File: src/rtl/retire_trace_buffer_pkg.sv
// ============================================================================
// retire_trace_buffer_pkg : shared state encodings, mode codes, record layout
// Revision 1.0
// ============================================================================
`default_nettype none

package retire_trace_buffer_pkg;

   typedef enum logic [2:0] {
      ST_IDLE    = 3'd0,
      ST_CAPTURE = 3'd1,
      ST_ARMED   = 3'd2,
      ST_POST    = 3'd3,
      ST_FROZEN  = 3'd4
   } state_t;

   localparam logic [1:0] MODE_RING = 2'b00;
   localparam logic [1:0] MODE_STOP = 2'b01;
   localparam logic [1:0] MODE_TRIG = 2'b10;

   localparam int REC_INSTR_W = 32;
   localparam int REC_RD_W    = 5;

   // Record layout, MSB first: {regwrite, rd, instr, pc, wdata}
   function automatic int rec_width(input int xlen);
      return 2 * xlen + REC_INSTR_W + REC_RD_W + 1;
   endfunction

endpackage

`default_nettype wire

File: src/rtl/retire_trace_buffer_ram.sv
// ============================================================================
// retire_trace_buffer_ram : DEPTH x WIDTH storage, sync write, async read
// Revision 1.0
// ============================================================================
`default_nettype none

module retire_trace_buffer_ram #(
   parameter int DEPTH = 16,
   parameter int WIDTH = 166,
   localparam int AW   = $clog2(DEPTH)
) (
   input  logic             clk,
   input  logic             we,
   input  logic [AW-1:0]    waddr,
   input  logic [WIDTH-1:0] wdata,
   input  logic [AW-1:0]    raddr,
   output logic [WIDTH-1:0] rdata
);

   logic [WIDTH-1:0] mem [DEPTH];

   always_ff @(posedge clk) begin
      if (we) begin
         mem[waddr] <= wdata;
      end
   end

   assign rdata = mem[raddr];

endmodule

`default_nettype wire

File: src/rtl/retire_trace_buffer.sv
// ============================================================================
// retire_trace_buffer : retired-instruction trace capture (ring/stop/trigger)
// Revision 1.0
// ============================================================================
`default_nettype none

module retire_trace_buffer
   import retire_trace_buffer_pkg::*;
#(
   parameter int  XLEN      = 64,
   parameter int  DEPTH     = 16,
   parameter int  POST_TRIG = 8,
   localparam int REC_W     = rec_width(XLEN),
   localparam int PTR_W     = $clog2(DEPTH),
   localparam int CNT_W     = PTR_W + 1
) (
   input  logic             clk,
   input  logic             reset,
   input  logic             arm,
   input  logic [1:0]       mode,
   input  logic [XLEN-1:0]  trig_pc,
   input  logic             retire_valid,
   input  logic [XLEN-1:0]  pc,
   input  logic [31:0]      instr,
   input  logic [4:0]       rd,
   input  logic [XLEN-1:0]  wdata,
   input  logic             regwrite,
   output logic             out_valid,
   input  logic             out_ready,
   output logic [REC_W-1:0] out_data,
   output logic [CNT_W-1:0] count,
   output logic             triggered,
   output logic             overflow,
   output logic             frozen
);

   localparam logic [CNT_W-1:0] CNT_FULL = CNT_W'(DEPTH);
   localparam logic [CNT_W-1:0] CNT_LAST = CNT_W'(DEPTH - 1);
   localparam logic [CNT_W-1:0] CNT_POST = CNT_W'(POST_TRIG);

   state_t           state, state_nxt;
   logic [PTR_W-1:0] wr_ptr, wr_ptr_nxt;
   logic [PTR_W-1:0] rd_ptr, rd_ptr_nxt;
   logic [CNT_W-1:0] count_nxt;
   logic [CNT_W-1:0] post_cnt, post_cnt_nxt;
   logic             triggered_nxt, overflow_nxt;
   logic             stop_mode, stop_mode_nxt;

   logic             capturing;
   logic             wr_en;
   logic             full;
   logic             pop;
   logic [CNT_W-1:0] post_inc;
   logic [REC_W-1:0] record;

   assign capturing = (state == ST_CAPTURE) || (state == ST_ARMED) || (state == ST_POST);
   // arm takes priority: a retire in the arm cycle is dropped
   assign wr_en     = retire_valid && !arm && capturing;
   assign full      = (count == CNT_FULL);
   assign pop       = out_valid && out_ready;
   assign post_inc  = post_cnt + CNT_W'(1);
   assign record    = {regwrite, rd, instr, pc, wdata};

   always_ff @(posedge clk or negedge reset) begin
      if (!reset) begin
         state     <= ST_IDLE;
         wr_ptr    <= '0;
         rd_ptr    <= '0;
         count     <= '0;
         post_cnt  <= '0;
         triggered <= 1'b0;
         overflow  <= 1'b0;
         stop_mode <= 1'b0;
      end else begin
         state     <= state_nxt;
         wr_ptr    <= wr_ptr_nxt;
         rd_ptr    <= rd_ptr_nxt;
         count     <= count_nxt;
         post_cnt  <= post_cnt_nxt;
         triggered <= triggered_nxt;
         overflow  <= overflow_nxt;
         stop_mode <= stop_mode_nxt;
      end
   end

   always_comb begin
      state_nxt     = state;
      wr_ptr_nxt    = wr_ptr;
      rd_ptr_nxt    = rd_ptr;
      count_nxt     = count;
      post_cnt_nxt  = post_cnt;
      triggered_nxt = triggered;
      overflow_nxt  = overflow;
      stop_mode_nxt = stop_mode;

      if (arm) begin
         wr_ptr_nxt    = '0;
         rd_ptr_nxt    = '0;
         count_nxt     = '0;
         post_cnt_nxt  = '0;
         triggered_nxt = 1'b0;
         overflow_nxt  = 1'b0;
         stop_mode_nxt = (mode == MODE_STOP);
         state_nxt     = (mode == MODE_TRIG) ? ST_ARMED : ST_CAPTURE;
      end else if (wr_en) begin
         wr_ptr_nxt = wr_ptr + PTR_W'(1);
         // Full buffer: overwrite the oldest entry and drag the read pointer along
         if (full) begin
            rd_ptr_nxt   = rd_ptr + PTR_W'(1);
            overflow_nxt = 1'b1;
         end else begin
            count_nxt = count + CNT_W'(1);
         end

         case (state)
            ST_CAPTURE: begin
               if (stop_mode && (count == CNT_LAST)) begin
                  state_nxt = ST_FROZEN;
               end
            end
            ST_ARMED: begin
               if (pc == trig_pc) begin
                  triggered_nxt = 1'b1;
                  post_cnt_nxt  = '0;
                  state_nxt     = (POST_TRIG == 0) ? ST_FROZEN : ST_POST;
               end
            end
            ST_POST: begin
               post_cnt_nxt = post_inc;
               if (post_inc == CNT_POST) begin
                  state_nxt = ST_FROZEN;
               end
            end
            default: begin
            end
         endcase
      end else if (pop) begin
         rd_ptr_nxt = rd_ptr + PTR_W'(1);
         count_nxt  = count - CNT_W'(1);
      end
   end

   assign frozen    = (state == ST_FROZEN);
   assign out_valid = frozen && (count != '0);

   retire_trace_buffer_ram #(
      .DEPTH (DEPTH),
      .WIDTH (REC_W)
   ) u_ram (
      .clk   (clk),
      .we    (wr_en),
      .waddr (wr_ptr),
      .wdata (record),
      .raddr (rd_ptr),
      .rdata (out_data)
   );

endmodule

`default_nettype wire

File: config.mk
export PLATFORM = sky130hd
export DESIGN_NAME = retire_trace_buffer
export DESIGN_NICKNAME = d
export VERILOG_FILES = /design/src/rtl/retire_trace_buffer_pkg.sv /design/src/rtl/retire_trace_buffer_ram.sv /design/src/rtl/retire_trace_buffer.sv
export SDC_FILE = /design/constraint.sdc
export NUM_CORES = 2
export LEC_CHECK = 0
export CAP_MARGIN = 15
export CORE_MARGIN = 1
export CORE_UTILIZATION = 45
export CTS_CLUSTER_SIZE = 16
export DETAILED_ROUTE_END_ITERATION = 7
export GPL_TIMING_DRIVEN = 0
export SKIP_CTS_REPAIR_TIMING = 1
export SYNTH_ARGS = -nofsm -noshare
export SYNTH_HDL_FRONTEND = slang
export SYNTH_SLANG_ARGS = --single-unit
File: constraint.sdc
create_clock -name clk -period 13.4 [get_ports clk]
set_input_delay 2.68 -clock clk [delete_from_list [all_inputs] [get_ports clk]]
set_output_delay 2.68 -clock clk [all_outputs]
set_load 0.005 [all_outputs]
==> results list <==
- Required time reported for the critical path endpoint: 10.72 ns
- Area of the core: between 200000 and 250000 um2
* Clock latency of the later-clocked register in the worst-skew pair: a little over 0.9 ns
- Global-route congestion overflow total: 0
- The worst register-to-register path has a setup slack of 9.73 ns.
* Register area: 80400 um2
- For this block, the initial DRC count from the detailed router was between 4k and 5k.
- Derived from the worst setup path, the maximum achievable clock frequency is 139 MHz.
- Hold path depth: 2
- The endpoint identified for the worst register-to-register timing path is u_ram.mem[10][149].
- Counting flops and latches in the post-synthesis netlist gives 2680.
* Total CTS buffers: 289
- In the layout the commonest cells are sky130_fd_sc_hd__edfxtp_1 (2656), sky130_fd_sc_hd__mux4_2 (830), sky130_fd_sc_hd__clkdlybuf4s50_1 (409), sky130_fd_sc_hd__clkbuf_16 (294), sky130_fd_sc_hd__clkbuf_1 (136).
- Buffer levels on the longest clock path: 4
- Relative to the synthesized area, the layout overhead comes to 20.5%.
- At the pin with the least slew margin, the transition time is 1.11 ns.
- GRT Util Overall: 23.5%
* Number of cells traversed by the worst register-to-register path: 11
- After clock tree synthesis, the clock-pin slew on the worst setup and hold paths is 0.06 ns.
* Post-Synthesis Mean Instance Area: about 26 um2
- Number of distinct standard cells referenced by the synthesized netlist: 50
- Count of fill cells added during filler insertion: 16.8k
- Synthesized instance count: 3935
- The top cell type by area accounts for about four fifths of the synthesized area.
- Worst clock skew: about 0.040 ns
* Startpoint type of the worst setup path: flop
- The run finished with clean final reports.
- The share of the Yosys chip area taken by registers is around four fifths.
- OpenSTA, run right after detailed placement, puts the worst setup slack at 7.03 ns.
- The final count of pins violating max slew was 0.
- H-tree lvl count: 5
- The critical path in this run is classified as reg -> out.
- From left edge to right edge, the die measures 477 um.
- The worst path uses between 50 and 60% of the clock period.
- Number of nets in the finished design: around 5.1k
* Origin of the worst min-delay path: overflow
* Vias in the first global route: slightly below 50k
- DRT Wirelength: 266 mm
* Final critical delay including setup and external delays: 7.18 ns
* RSZ-0062 raised after global routing: false
- Wire length of the first global-routing pass: 374 mm
- Final count of negative-setup-slack endpoints: 0
- The congestion estimate from routability-driven global placement came to 0.785.
- Data on the critical path arrives at its endpoint at 4.50 ns.
- Across all hold checks on the routed design, the worst slack comes to 0.507 ns.
- Max-cap violations in this run came to 0.
- Layout cell share with drive strength beyond 1: a little under a third
- Ranked by total cell area, the synthesized netlist is headed by sky130_fd_sc_hd__edfxtp_1 (78%), sky130_fd_sc_hd__mux4_2 (18%), sky130_fd_sc_hd__xnor2_1 (0.60%).
- Most common cell after layout, fill and taps aside: sky130_fd_sc_hd__edfxtp_1
- Leak pwr: 37.4 nW
* Final setup slack of the worst path: a little over 6 ns
- Maximum fanout encountered on the critical timing path: 10
- Total area of multi-input combinational cells: about 20000 um2
* Top-level port count: 412
* Max_slew headroom: roughly a quarter
- HP Class: reg -> reg
* Overall via count from detail_route: 47.1k
* Endpoint of the worst hold path: overflow
* Pre-Repair DR Iteration Count: 5
- Clock tree from TritonCTS: yes
- In this run the vertical extent of the chip is ~480 um.
- Final-report hold violation count: 0
* Antenna violations before repair: 46
- The number of nets in the synthesized netlist is 4182.
- Cell taking the most area after synthesis: sky130_fd_sc_hd__edfxtp_1
- Number of vias per cell after detailed routing: about 5.9
- Pwr dens: 172 nW/um2
- DRC violation count after routing: 0
* TritonCTS Sinks: 2680
- Buffers on Ports: between 400 and 500
- Pin count of the biggest net entering global routing: 25
* Setup TNS: 0 ns
- Launch instance of the worst register-to-register path: state[2]
- Once detailed placement completed, the half-perimeter wirelength came to 174 mm.
- Starting density of the core: roughly 45%
- Maximum resistive drop on vdd: about 0.11 mV
- STA classifies the critical path endpoint as an output port.
- Yosys printed 0 warnings.
- Master cell of the clock root buffer: sky130_fd_sc_hd__clkbuf_16
- Netlist area before placement: 102000 um2
* Residual antenna-violating net count after detailed routing: 0
* # rows: 174
- In the final routed layout, each cell accounts on average for 33.2 um.
- Die area: 228000 um2
[state kept, by name (all words and copies together) (netlist names)]
signal,count
wr_ptr,4
state,3
overflow,1
rd_ptr,4
u_ram.mem,2656
count,5
post_cnt,5
stop_mode,1
triggered,1
[worst max-delay path, stage by stage, from the launching register on]
cell and delay, ns:
sky130_fd_sc_hd__dfrtp_1 0.31, sky130_fd_sc_hd__clkbuf_1 0.46, sky130_fd_sc_hd__clkbuf_1 0.73, sky130_fd_sc_hd__buf_6 0.26, sky130_fd_sc_hd__clkbuf_1 0.72, sky130_fd_sc_hd__mux4_2 0.37
sky130_fd_sc_hd__clkdlybuf4s50_1 0.73
[synth_stat cells (all sizes together)]
cell     instances
a21oi           10
nor2            32
nand3            4
nand4bb          1
mux4           830
nand4           18
nor2b            2
fa               1
o211ai           3
nor4             4
or2              2
edfxtp        2656
clkbuf          79
or3              3
a21o             3
xnor2           70
o32ai            1
nand3b           1
o21bai           1
nand2b           6
mux2i            3
and3             1
a22oi            2
buf            115
inv             10
and2             2
o21a             1
ha               9
o21ba            1
nor3            10
xor2             3
o221ai           2
nand2           12
a31oi            1
or4              1
nand4b           2
a31o             1
o21ai            5
a211oi           1
a32oi            1
o31ai            1
dfrtp           24
[final cells by class]
cell class | instances | area share (%)
multi-input combinational | 1051 | 16.7
clock buffer | 358 | 6.21
inverter | 10 | 0.0307
clock inverter | 129 | 0.888
buffer | 194 | 0.771
tap | 2992 | 3.06
antenna | 8 | 0.0164
sequential | 2680 | 65.6
timing repair buffer | 598 | 6.71
[per-layer routing]
layer	wire length, um	up-vias	track usage (%)
met3	17100	408	4.36
met5	231	-	0
li1	-	19000	-
met1	107000	26000	31.9
met2	136000	1664	39.4
met4	6170	38	5.98
[cell families after synthesis]
kind of cell	count (synthesis)	share of synthesized area [%]
simple gates	101	0.517
xor+xnor	73	0.629
flops	2680	79.1
compound gates	34	0.262
mux	833	18.4
fa+ha+maj	10	0.131
buf+inv	204	0.959
[where the power goes]
| group | switching [mW] | total [mW] | internal, mW |
|---|---|---|---|
| sequential | 0.0295 | 9.33 | 9.30 |
| clock | 3.13 | 7.48 | 4.36 |
| combinational | 2.13 | 4.26 | 2.13 |
[stage by stage]
stage | std cells | total power, mW | utilization, % | cell area, um2
after CTS | 8009 | 21.3 | 54.5 | 122000
after floorplan | 3935 | 11.9 | - | 102000
after detailed placement | 7522 | 13.9 | 50.6 | 114000
final | 8020 | 21.1 | 54.5 | 122000
after global routing | 8016 | 21.8 | 54.5 | 122000
after global placement | 7337 | 13.8 | 48.7 | 109000
[how the worst max path moves through the flow]
stage / startpoint / endpoint / slack [ns] / cells past startpoint
after floorplan: retire_valid / u_ram.mem[7][0] / 2.26 / 6
after global placement: retire_valid / u_ram.mem[15][0] / -9.15 / 7
after detailed placement: rd_ptr[1] / out_data[17] / 7.03 / 7
after CTS: rd_ptr[1] / out_data[17] / 6.04 / 7
after global routing: rd_ptr[1] / out_data[17] / 6.04 / 7
final: rd_ptr[2] / out_data[97] / 6.22 / 6
Power figures use the tool's default switching activity.
